## config.mk

```make
export PLATFORM = sky130hd
export DESIGN_NAME = sccb_master_ctrl_flat
export DESIGN_NICKNAME = d
export VERILOG_FILES = /design/src/rtl/sccb_master_ctrl_pkg.sv /design/src/rtl/sccb_master_ctrl_if.sv /design/src/rtl/sccb_master_ctrl_qtr_tick.sv /design/src/rtl/sccb_master_ctrl.sv /design/src/flat_wrapper.sv
export SDC_FILE = /design/constraint.sdc
export NUM_CORES = 1
export LEC_CHECK = 0
export ABC_AREA = 1
export BUFFER_PORTS_ARGS = -buffer_cell sky130_fd_sc_hd__buf_2
export CORE_MARGIN = 4
export CORE_UTILIZATION = 57
export DETAILED_ROUTE_END_ITERATION = 10
export PLACE_DENSITY = 0.9
export SLEW_MARGIN = 20
export SYNTH_ARGS = -nofsm -noshare
export SYNTH_HDL_FRONTEND = slang
export SYNTH_SLANG_ARGS = --single-unit
```

## constraint.sdc

```tcl
create_clock -name HCLK -period 2.4 [get_ports HCLK]
set_input_delay 0.24 -clock HCLK [delete_from_list [all_inputs] [get_ports HCLK]]
set_output_delay 0.24 -clock HCLK [all_outputs]
set_load 0.05 [all_outputs]
```

## src/rtl/sccb_master_ctrl_pkg.sv

```systemverilog
`default_nettype none
// ============================================================================
// Module  : sccb_pkg
// Brief   : Shared types and constants for the SCCB master controller.
// Revision: 1.0  initial release
// ============================================================================
package sccb_pkg;

  typedef enum logic [2:0] {
    ST_IDLE   = 3'd0,
    ST_START  = 3'd1,
    ST_BYTE   = 3'd2,
    ST_XBIT   = 3'd3,
    ST_STOP   = 3'd4,
    ST_GAP    = 3'd5,
    ST_RDBYTE = 3'd6,
    ST_NABIT  = 3'd7
  } sccb_state_e;

  localparam int SLOT_WR = 29;
  localparam int SLOT_RD = 41;

  localparam logic [1:0] QTR_Q0 = 2'd0;
  localparam logic [1:0] QTR_Q1 = 2'd1;
  localparam logic [1:0] QTR_Q2 = 2'd2;
  localparam logic [1:0] QTR_Q3 = 2'd3;

  localparam logic ID_WR = 1'b0;
  localparam logic ID_RD = 1'b1;

endpackage
`default_nettype wire

```

## src/rtl/sccb_master_ctrl_if.sv

```systemverilog
`default_nettype none
// ============================================================================
// Module  : sccb_master_ctrl_if
// Brief   : Command/response handshake and SCCB pin bundle for the master.
// Revision: 1.0  initial release
// ============================================================================
interface sccb_master_ctrl_if;
  logic       cmd_valid;
  logic       cmd_ready;
  logic       cmd_rw;
  logic [6:0] cmd_id;
  logic [7:0] cmd_addr;
  logic [7:0] cmd_wdata;
  logic       rsp_valid;
  logic [7:0] rsp_rdata;
  logic       rsp_nack;
  logic       busy;
  logic       scl;
  logic       sdao;
  logic       sdaoen;
  logic       sdai;

  modport master (
    input  cmd_valid, cmd_rw, cmd_id, cmd_addr, cmd_wdata, sdai,
    output cmd_ready, rsp_valid, rsp_rdata, rsp_nack, busy, scl, sdao, sdaoen
  );

  modport slave (
    output cmd_valid, cmd_rw, cmd_id, cmd_addr, cmd_wdata, sdai,
    input  cmd_ready, rsp_valid, rsp_rdata, rsp_nack, busy, scl, sdao, sdaoen
  );
endinterface
`default_nettype wire

```

## src/rtl/sccb_master_ctrl_qtr_tick.sv

```systemverilog
`default_nettype none
// ============================================================================
// Module  : sccb_qtr_tick
// Brief   : Quarter-bit divider; tick on the last HCLK of each quarter, q = quarter index.
// Revision: 1.0  initial release
// ============================================================================
module sccb_qtr_tick #(
  parameter int QTR_CNT = 125
) (
  input  logic       HCLK,
  input  logic       HRESETn,
  input  logic       clr,
  input  logic       en,
  output logic       tick,
  output logic [1:0] q
);
  localparam int CW = (QTR_CNT > 2) ? $clog2(QTR_CNT) : 1;

  logic [CW-1:0] r_cnt;
  logic [1:0]    r_q;

  assign tick = en && (r_cnt == CW'(QTR_CNT - 1));
  assign q    = r_q;

  always_ff @(posedge HCLK or negedge HRESETn) begin
    if (!HRESETn) begin
      r_cnt <= '0;
      r_q   <= 2'd0;
    end else if (clr) begin
      r_cnt <= '0;
      r_q   <= 2'd0;
    end else if (tick) begin
      r_cnt <= '0;
      r_q   <= r_q + 2'd1;
    end else if (en) begin
      r_cnt <= r_cnt + CW'(1);
    end
  end
endmodule
`default_nettype wire

```

## src/rtl/sccb_master_ctrl.sv

```systemverilog
`default_nettype none
// ============================================================================
// Module  : sccb_master_ctrl
// Brief   : SCCB master: 3-phase write or 2-phase write + 2-phase read per command.
// Revision: 1.0  initial release
// ============================================================================
module sccb_master_ctrl
  import sccb_pkg::*;
#(
  parameter int QTR_CNT = 125
) (
  input  logic                HCLK,
  input  logic                HRESETn,
  sccb_master_ctrl_if.master  bus
);
  sccb_state_e r_state, w_state_nxt;
  logic [2:0]  r_bit_cnt, w_bit_nxt;
  logic [7:0]  r_tx, w_tx_nxt;
  logic [7:0]  r_rx, w_rx_nxt;
  logic [1:0]  r_byte_idx, w_byte_nxt;
  logic        r_phase, w_phase_nxt;
  logic        r_nack, w_nack_nxt;
  logic        r_rw;
  logic [6:0]  r_id;
  logic [7:0]  r_addr, r_wdata;
  logic        r_rsp_valid, w_rsp_valid_nxt;
  logic        r_scl, r_sdao, r_sdaoen;
  logic        w_scl_nxt, w_sdao_nxt, w_sdaoen_nxt;
  logic        w_accept, w_busy, w_tick, w_slot_end, w_sample, w_bit_scl;
  logic [1:0]  w_q, w_q_nxt;

  assign w_busy     = (r_state != ST_IDLE);
  assign w_accept   = bus.cmd_valid && !w_busy;
  assign w_slot_end = w_tick && (w_q == QTR_Q3);
  assign w_sample   = w_tick && (w_q == QTR_Q1);
  // Mirror of the divider's quarter update so outputs line up with the new quarter.
  assign w_q_nxt    = w_accept ? QTR_Q0 : (w_tick ? w_q + 2'd1 : w_q);

  sccb_qtr_tick #(.QTR_CNT(QTR_CNT)) u_qtr_tick (
    .HCLK    (HCLK),
    .HRESETn (HRESETn),
    .clr     (w_accept),
    .en      (w_busy),
    .tick    (w_tick),
    .q       (w_q)
  );

  always_comb begin
    w_state_nxt     = r_state;
    w_bit_nxt       = r_bit_cnt;
    w_tx_nxt        = r_tx;
    w_rx_nxt        = r_rx;
    w_byte_nxt      = r_byte_idx;
    w_phase_nxt     = r_phase;
    w_nack_nxt      = r_nack;
    w_rsp_valid_nxt = 1'b0;
    case (r_state)
      ST_IDLE: if (w_accept) begin
        w_state_nxt = ST_START;
        w_phase_nxt = 1'b0;
        w_rx_nxt    = 8'h00;
        w_nack_nxt  = 1'b0;
      end
      ST_START: if (w_slot_end) begin
        w_state_nxt = ST_BYTE;
        w_bit_nxt   = 3'd7;
        w_byte_nxt  = 2'd0;
        w_tx_nxt    = {r_id, (r_phase ? ID_RD : ID_WR)};
      end
      ST_BYTE: if (w_slot_end) begin
        if (r_bit_cnt == 3'd0) begin
          w_state_nxt = ST_XBIT;
        end else begin
          w_bit_nxt = r_bit_cnt - 3'd1;
          w_tx_nxt  = {r_tx[6:0], 1'b0};
        end
      end
      ST_XBIT: begin
        if (w_sample && bus.sdai) w_nack_nxt = 1'b1;
        if (w_slot_end) begin
          if (r_phase) begin
            w_state_nxt = ST_RDBYTE;
            w_bit_nxt   = 3'd7;
          end else if (r_byte_idx == (r_rw ? 2'd1 : 2'd2)) begin
            w_state_nxt = ST_STOP;
          end else begin
            w_state_nxt = ST_BYTE;
            w_bit_nxt   = 3'd7;
            w_byte_nxt  = r_byte_idx + 2'd1;
            w_tx_nxt    = (r_byte_idx == 2'd0) ? r_addr : r_wdata;
          end
        end
      end
      ST_RDBYTE: begin
        if (w_sample) w_rx_nxt = {r_rx[6:0], bus.sdai};
        if (w_slot_end) begin
          if (r_bit_cnt == 3'd0) w_state_nxt = ST_NABIT;
          else                   w_bit_nxt   = r_bit_cnt - 3'd1;
        end
      end
      ST_NABIT: if (w_slot_end) w_state_nxt = ST_STOP;
      ST_STOP: if (w_slot_end) begin
        if (r_rw && !r_phase) begin
          w_state_nxt = ST_GAP;
        end else begin
          w_state_nxt     = ST_IDLE;
          w_rsp_valid_nxt = 1'b1;
        end
      end
      ST_GAP: if (w_slot_end) begin
        w_state_nxt = ST_START;
        w_phase_nxt = 1'b1;
      end
      default: w_state_nxt = ST_IDLE;
    endcase

    // Pin levels are decoded from the upcoming state/quarter so the registered pins track the FSM.
    w_scl_nxt    = 1'b1;
    w_sdao_nxt   = 1'b1;
    w_sdaoen_nxt = 1'b1;
    w_bit_scl    = (w_q_nxt == QTR_Q1) || (w_q_nxt == QTR_Q2);
    case (w_state_nxt)
      ST_START: begin
        w_scl_nxt  = (w_q_nxt != QTR_Q3);
        w_sdao_nxt = (w_q_nxt == QTR_Q0) || (w_q_nxt == QTR_Q1);
      end
      ST_BYTE: begin
        w_scl_nxt  = w_bit_scl;
        w_sdao_nxt = w_tx_nxt[7];
      end
      ST_XBIT, ST_RDBYTE: begin
        w_scl_nxt    = w_bit_scl;
        w_sdaoen_nxt = 1'b0;
      end
      ST_NABIT: w_scl_nxt = w_bit_scl;
      ST_STOP: begin
        w_scl_nxt  = (w_q_nxt != QTR_Q0);
        w_sdao_nxt = (w_q_nxt == QTR_Q2) || (w_q_nxt == QTR_Q3);
      end
      default: ;
    endcase
  end

  always_ff @(posedge HCLK or negedge HRESETn) begin
    if (!HRESETn) begin
      r_state     <= ST_IDLE;
      r_bit_cnt   <= 3'd0;
      r_tx        <= 8'h00;
      r_rx        <= 8'h00;
      r_byte_idx  <= 2'd0;
      r_phase     <= 1'b0;
      r_nack      <= 1'b0;
      r_rw        <= 1'b0;
      r_id        <= 7'h00;
      r_addr      <= 8'h00;
      r_wdata     <= 8'h00;
      r_rsp_valid <= 1'b0;
      r_scl       <= 1'b1;
      r_sdao      <= 1'b1;
      r_sdaoen    <= 1'b1;
    end else begin
      r_state     <= w_state_nxt;
      r_bit_cnt   <= w_bit_nxt;
      r_tx        <= w_tx_nxt;
      r_rx        <= w_rx_nxt;
      r_byte_idx  <= w_byte_nxt;
      r_phase     <= w_phase_nxt;
      r_nack      <= w_nack_nxt;
      r_rsp_valid <= w_rsp_valid_nxt;
      r_scl       <= w_scl_nxt;
      r_sdao      <= w_sdao_nxt;
      r_sdaoen    <= w_sdaoen_nxt;
      if (w_accept) begin
        r_rw    <= bus.cmd_rw;
        r_id    <= bus.cmd_id;
        r_addr  <= bus.cmd_addr;
        r_wdata <= bus.cmd_wdata;
      end
    end
  end

  assign bus.cmd_ready = !w_busy;
  assign bus.busy      = w_busy;
  assign bus.rsp_valid = r_rsp_valid;
  assign bus.rsp_rdata = r_rx;
  assign bus.rsp_nack  = r_nack;
  assign bus.scl       = r_scl;
  assign bus.sdao      = r_sdao;
  assign bus.sdaoen    = r_sdaoen;
endmodule
`default_nettype wire

```

## src/flat_wrapper.sv

```systemverilog
// flat-port wrapper written by rule: the top's interface ports become plain ports
module sccb_master_ctrl_flat import sccb_pkg::*;
#(
  parameter int QTR_CNT = 125
)
  (HCLK, HRESETn, bus_cmd_valid, bus_cmd_rw, bus_cmd_id, bus_cmd_addr, bus_cmd_wdata, bus_sdai, bus_cmd_ready, bus_rsp_valid, bus_rsp_rdata, bus_rsp_nack, bus_busy, bus_scl, bus_sdao, bus_sdaoen);
  sccb_master_ctrl_if bus_i ();
  input  logic HCLK;
  input  logic HRESETn;
  input wire logic [$bits(bus_i.cmd_valid)-1:0] bus_cmd_valid;
  input wire logic [$bits(bus_i.cmd_rw)-1:0] bus_cmd_rw;
  input wire logic [$bits(bus_i.cmd_id)-1:0] bus_cmd_id;
  input wire logic [$bits(bus_i.cmd_addr)-1:0] bus_cmd_addr;
  input wire logic [$bits(bus_i.cmd_wdata)-1:0] bus_cmd_wdata;
  input wire logic [$bits(bus_i.sdai)-1:0] bus_sdai;
  output wire logic [$bits(bus_i.cmd_ready)-1:0] bus_cmd_ready;
  output wire logic [$bits(bus_i.rsp_valid)-1:0] bus_rsp_valid;
  output wire logic [$bits(bus_i.rsp_rdata)-1:0] bus_rsp_rdata;
  output wire logic [$bits(bus_i.rsp_nack)-1:0] bus_rsp_nack;
  output wire logic [$bits(bus_i.busy)-1:0] bus_busy;
  output wire logic [$bits(bus_i.scl)-1:0] bus_scl;
  output wire logic [$bits(bus_i.sdao)-1:0] bus_sdao;
  output wire logic [$bits(bus_i.sdaoen)-1:0] bus_sdaoen;
  assign bus_i.cmd_valid = bus_cmd_valid;
  assign bus_i.cmd_rw = bus_cmd_rw;
  assign bus_i.cmd_id = bus_cmd_id;
  assign bus_i.cmd_addr = bus_cmd_addr;
  assign bus_i.cmd_wdata = bus_cmd_wdata;
  assign bus_i.sdai = bus_sdai;
  assign bus_cmd_ready = bus_i.cmd_ready;
  assign bus_rsp_valid = bus_i.rsp_valid;
  assign bus_rsp_rdata = bus_i.rsp_rdata;
  assign bus_rsp_nack = bus_i.rsp_nack;
  assign bus_busy = bus_i.busy;
  assign bus_scl = bus_i.scl;
  assign bus_sdao = bus_i.sdao;
  assign bus_sdaoen = bus_i.sdaoen;
  sccb_master_ctrl #(.QTR_CNT(QTR_CNT)) u_core (.HCLK(HCLK), .HRESETn(HRESETn), .bus(bus_i));
endmodule
```

# Word-level counts from Yosys, hierarchy flattened
# Cells that the tools add are included.
# word_totals
elab_cells	144
output_inout_bits	15
ff_bits	63
in_bits	28
# classes
n_reduce_logical	33
muxes	55
eq_ne	34
n_addsub	4
# op_table
op	n
8-bit 2-to-1 mux	9
3-bit 2-to-1 mux	19
3-bit case mux with 8 select lines	1
8-bit case mux with 3 select lines	1
3-bit equality test, second input constant	7
7-bit 2-to-1 mux	3
2-bit by 1-bit != test with 1-bit output, second input constant	8
8-bit case mux with 2 select lines	1
2-bit 2-to-1 mux	7
3-bit by 2-bit equality test with 1-bit output, second input constant	4
3-bit nonzero test	4
2-bit != test, second input constant	5
2-bit nonzero test	5
3-bit case mux with 3 select lines	1
3-bit AND reduction	3
1-bit 2-to-1 mux	8
7-bit by 1-bit adder with 7-bit output, second input constant	1
7-bit equality test, second input constant	1
7-bit AND reduction	1
2-bit equality test, second input constant	3
3-bit by 1-bit equality test with 1-bit output, second input constant	2
1-bit logical AND	6
3-bit zero test	2
1-bit case mux with 3 select lines	2
14 further kinds	22

# Depth between registers and ports, before layout
# depth
depth_word	9
mapped_depth	16
depth_no_buf	15

# Cells and area by module
# Synthesis repeated with hierarchy kept, for this count alone.
# hier_totals
cells_unflattened	418
area_unflattened_um2	3372.0
# by_module_without_submodules
mod	instances	cells_each	area_per_inst_um2	seq_area_each_um2
sccb_master_ctrl	1	346	2825.2	1355.0
sccb_qtr_tick	1	72	546.8	225.2

# Worst setup path before layout
# OpenSTA, ideal clock, no wires.
# synth_timing
kind	register to register
startpoint	register u_core.r_state[1]
endpoint	register u_core.r_scl, in the netlist u_core.bus.scl
path_slack_ps	317
required_time_ps	2340
n_path_buf	2
path_stages_with_launch	15
period_less_slack_ps	2083
setup_time_ps	60
arrival_time_ps	2022
path_cell_list	dfrtp_1 > buf_6 > nor2_4 > nand2_4 > nor2_1 > inv_1 > clkbuf_1 > nand2_1 > nand2_1 > nand2_1 > inv_1 > ha_1 > nor3_1 > nor2_1 > nand2_1
# synth_via
elab_cells_between_ends	39
cone_classes	eq/ne (16); mux (14); reduce/logical (9)
# synth_lines
element	line	rtl
from (decl)	sccb_master_ctrl.sv:16	sccb_state_e r_state, w_state_nxt;
from (signal assigned)	sccb_master_ctrl.sv:162	r_state <= w_state_nxt;
3-bit nonzero test (*)	sccb_master_ctrl.sv:32	assign w_busy = (r_state != ST_IDLE);
named net bus_busy	flat_wrapper.sv:20	output wire logic [$bits(bus_i.busy)-1:0] bus_busy;
1-bit logical AND / 1-bit zero test (equally long branches)	sccb_master_ctrl_qtr_tick.sv:22, sccb_master_ctrl.sv:33	
2-bit 2-to-1 mux / 1-bit logical AND (equally long branches)	sccb_master_ctrl.sv:37, sccb_master_ctrl.sv:33	
2-bit 2-to-1 mux (*)	sccb_master_ctrl.sv:37	assign w_q_nxt = w_accept ? QTR_Q0 : (w_tick ? w_q + 2'd1 : w_q);
named net u_core.w_q_nxt[0]	sccb_master_ctrl.sv:30	logic [1:0] w_q, w_q_nxt;
2-bit by 1-bit equality test with 1-bit output / 2-bit equality test (equally long branches)	sccb_master_ctrl.sv:121	w_bit_scl = (w_q_nxt == QTR_Q1) || (w_q_nxt == QTR_Q2);
1-bit logical OR	sccb_master_ctrl.sv:121	
1-bit case mux with 3 select lines (*)	sccb_master_ctrl.sv:122	case (w_state_nxt)
named net u_core.w_scl_nxt	sccb_master_ctrl.sv:28	logic w_scl_nxt, w_sdao_nxt, w_sdaoen_nxt;
to (signal assigned)	sccb_master_ctrl.sv:170	r_scl <= w_scl_nxt;
to (decl)	sccb_master_ctrl.sv:27	logic r_scl, r_sdao, r_sdaoen;
# Mark *: on every way through the listed nets, which the timed path passes. The rest lies on a longest branch.
# A chain may end at the register's enable or synchronous reset.

# Worst setup path after layout
# layout_timing
startpoint	register u_core.u_qtr_tick.r_cnt[0]
endpoint	register u_core.r_scl, in the netlist u_core.bus.scl
# layout_via
elab_cells_between_ends	26
cone_classes	eq/ne (10); mux (11); reduce/logical (5)
# layout_lines
element	line	rtl
from (decl)	sccb_master_ctrl_qtr_tick.sv:19	logic [CW-1:0] r_cnt;
from (signal assigned)	sccb_master_ctrl_qtr_tick.sv:36	r_cnt <= r_cnt + CW'(1);
7-bit equality test (*)	sccb_master_ctrl_qtr_tick.sv:22	assign tick = en && (r_cnt == CW'(QTR_CNT - 1));
1-bit logical AND (*)	sccb_master_ctrl_qtr_tick.sv:22	
2-bit 2-to-1 mux (*) (2 in a row)	sccb_master_ctrl.sv:37	
named net u_core.w_q_nxt[1]	sccb_master_ctrl.sv:30	
2-bit by 1-bit equality test with 1-bit output / 2-bit equality test (equally long branches)	sccb_master_ctrl.sv:121	
1-bit logical OR	sccb_master_ctrl.sv:121	
1-bit case mux with 3 select lines (*)	sccb_master_ctrl.sv:122	
named net u_core.w_scl_nxt	sccb_master_ctrl.sv:28	
# Marked as above.

==> results list <==
- The run finished with clean final reports.
- Portion of the clock cycle consumed by the worst path in the final layout: 88.09%
- Top library cells by usage in the layout, fill and taps aside: nand2_1, dfrtp_1, inv_1
- The clock passes through at most 2 buffers.
- Initial cell density of the core: 58.73%
- Summed over all cells, the static leakage comes to 1.977 nW.
* IO buf count: 42
* Placed wire-length estimate: 4.894 mm
* Number of inserted diodes: 0
- Total Routed Length: 6.656 mm
* Clk Latency, worst-skew pair: 0.34 ns
* Post-Synth XOR/XNOR Area: 1.090%
* Number of sinks handled by clock tree synthesis: 63
- Headroom to the max-slew limit came out at 64.21%.
- Power Dens Cells: 896.2 mW/mm^2
- Met2 wire len: 3.163 mm
- Summing every instance area after synthesis gives 0.003214 mm^2.
- Post-synth cell types: 37
- Setup violations remaining at the end of the flow were counted as 0.
* Arr. time, crit path: 2.39 ns
- Clock tree synthesis inserted a total of 9 buffers.
- Fraction of the mapped netlist area in compound gates: 8.797%
* Routed length on met3: 448 um
- Sequential standard cell area: 0.001580 mm^2
- Across all layers, the routed design uses 2,773 vias.
- Multiplexer fraction of the synthesized cell area: 0.6228%
- Post-DR vias/cell: 5.183
* Area share of and/or/nand/nor cells after synthesis: 28.53%
* Post-detailed-route count of antenna-violating nets: 0
- Pin count of the biggest net entering global routing: 32
- The die is 83.10 um wide.
* Max cap viols: 0
- Final count of pins violating max slew: 0
- The share of the Yosys chip area taken by registers is 49.16%.
- Core region area: 0.005473 mm^2
* Total Neg Setup Slack: 0 ns
- Across the VDD grid, the largest voltage drop is 0.6195 mV.
* Number of standard-cell rows in the floorplan: 27
* Die boundary height: 83.10 um
- Die ar.: 0.006905 mm^2
- For the pin with the worst max-slew slack, the measured transition is 0.5369 ns.
* Fin nets: 495
* Post-Route Skew: 0.007728 ns
* Detailed-route DRC error count: 0
* Detailed-router iteration count before antenna repair: 5
- The finished cells cover 0.003709 mm^2.
- In this run the worst path has a maximum fanout of 5.
* Met1 wire length: 2.899 mm
* Synth warn: 0
* Synth Net Count: 443
- After clock tree synthesis, the clock-pin slew on the worst setup and hold paths is 0.07 ns.
- The final-report hold violation count was 0.
- Post-CTS setup-driven buffer insertion count: 0
- Htree depth: 3
* Initial antenna violation count: 0
* Required time at the endpoint of the critical path: 2.68 ns
- The congestion estimate from routability-driven global placement came to 0.9096.
* Clock Root Buffer: clkbuf_8
- Each instance of the synthesized netlist takes up on average 7.917 um^2.
* Critical path type: reg2reg
- Post-synthesis share of cell area spent on full adders, half adders and majority gates: 3.503%
* Cell count after synthesis: 406
* Post-synthesis to final-layout area growth: 15.38%
- In this run, the number of DRC markers left after iteration 0 of detailed routing was 191.
- In the final routed layout, each cell accounts on average for 12.44 um.
- Summing all placed instances gives a cell area of 0.003517 mm^2.
- Setup repair after global routing left no endpoint under its margin.
- Dominant combinational cell family by area after synthesis: simple AND/OR/NAND/NOR gates
- Overflow left after global routing: 0
* Wire length of the first global-routing pass: 12.08 mm
- Global-route total usage across every layer: 21.19%
- Highest metal layer with signal wires: met4
- In this run, synthesis produced a sequential element count of 63.
- The library cell used most frequently in the layout, excluding fill and tap cells, is nand2_1.
- Category of the worst setup path capture point: flop
- Fraction of final layout cells with drive strength greater than 1: 18.36%
* Min Tclk post-route: 2.114 ns
- Based on the critical path, the design can be clocked at up to 473.0 MHz.
- Vias in the first global route: 2,855
- Element type at the critical path start: flop
- Top-Level Pins: 43
- Class of the most critical hold timing path: in2reg
- After filler insertion, the fill cell instance count of the layout stands at 451.
- TritonCTS built the clock tree.
* Multi-input combinational cell area: 0.001378 mm^2
Yosys cell counts, drive strengths merged:
master / count / area (um^2)
inv: 57 / 214.0
or2: 1 / 6.260
o211ai: 1 / 7.510
o31ai: 1 / 7.510
nand3b: 1 / 7.510
buf: 3 / 30.03
a22oi: 1 / 7.510
a22o: 1 / 8.760
a31oi: 1 / 6.260
o221ai: 1 / 15.01
a32o: 1 / 10.01
nor3: 4 / 30.03
dfrtp: 60 / 1501
xnor2: 1 / 8.760
nand2: 150 / 573.1
a21oi: 8 / 43.79
ha: 9 / 112.6
nand3: 14 / 85.08
clkbuf: 6 / 22.52
nor2: 35 / 146.4
o21ai: 24 / 120.1
xor2: 3 / 26.28
dfstp: 3 / 78.83
mux2i: 2 / 20.02
o22ai: 9 / 56.30
nand4: 8 / 56.30
nor4: 1 / 12.51
critical path: stages (launching register included):
cell and delay [ns]:
dfrtp_1 0.39, inv_1 0.10, ha_1 0.17, nand3_2 0.09, nor2_4 0.18, nand2_1 0.13, inv_1 0.09, nor2_1 0.04
nor3_1 0.21, inv_1 0.11, ha_1 0.28, nand2_1 0.07, nand2_1 0.05, nor2_1 0.08, nand2_1 0.06
kinds of logic (layout without fill, tap and decap cells):
family / after synthesis / in the layout
compound gates: 48 / 48
xor+xnor: 4 / 4
fa+ha+maj: 9 / 9
buf+inv: 66 / 123
flops: 63 / 63
mux: 2 / 2
simple gates: 214 / 214
report_power, final:
group,switching (mW),internal [mW]
registers,0.156,1.34
clock network,0.399,0.396
logic,0.711,0.324
total,1.27,2.06
per-stage QoR:
step / cells / setup slack (ns) / hold slack, ns / power [mW] / utilization, %
floorplan: 406 / 0.3174 / -0.05559 / 2.241 / -
detailed placement: 518 / 0.2883 / 0.2545 / 2.530 / 64.27
CTS: 535 / 0.2689 / 0.08917 / 3.341 / 67.63
global placement: 518 / 0.4009 / 0.2405 / 2.464 / 64.27
finish: 535 / 0.2859 / 0.09923 / 3.324 / 67.76
global route: 535 / 0.1024 / 0.08738 / 3.583 / 67.76
flip-flops by register name (all words and copies together) (netlist names), 2 cells and up:
register and cells:
u_core.u_qtr_tick.r_cnt 7, u_core.r_state 3, u_core.r_bit_cnt 3, u_core.r_tx 8, u_core.r_id 7, u_core.r_byte_idx 2, u_core.r_addr 8, u_core.bus.rsp_rdata 8
u_core.r_wdata 8, u_core.u_qtr_tick.q 2
area by class of cell:
type / count / area share [%]
Sequential cell: 63 / 42.61
Multi-Input combinational cell: 277 / 37.15
Timing Repair Buffer: 50 / 7.355
Inverter: 57 / 5.769
Clock buffer: 10 / 3.711
Tap cell: 72 / 2.429
Clock inverter: 6 / 0.9784
per-layer routing:
layer | vias to the layer above | global-route usage (%)
met5 | - | 0
met4 | 0 | 9.212
met3 | 16 | 5.258
met2 | 108 | 35.20
met1 | 1263 | 26.17
li1 | 1386 | -
worst paths after layout:
kind | from | end | slack, ns | cells after the start
worst max-delay path | u_core.u_qtr_tick.r_cnt[0] | u_core.bus.scl | 0.29 | 14
worst min-delay path | bus_cmd_addr[7] | u_core.r_addr[7] | 0.1 | 3
worst min register to register | u_core.r_addr[5] | u_core.r_addr[5] | 0.47 | 2
worst max register to register | u_core.u_qtr_tick.r_cnt[0] | u_core.bus.scl | 0.29 | 14
min in group asynchronous | HRESETn | u_core.bus.rsp_rdata[4] | 0.41 | 2
max in group asynchronous | HRESETn | u_core.r_id[3] | 1.31 | 3
timing repair:
action / 4_1_cts / 5_1_grt
hold endpoints to repair: 20 / 0
endpoints found under the setup margin: 0 / 1
resized for setup: 0 / 1
hold buffers: 1 / 0
(Power assumes the default switching activity.)
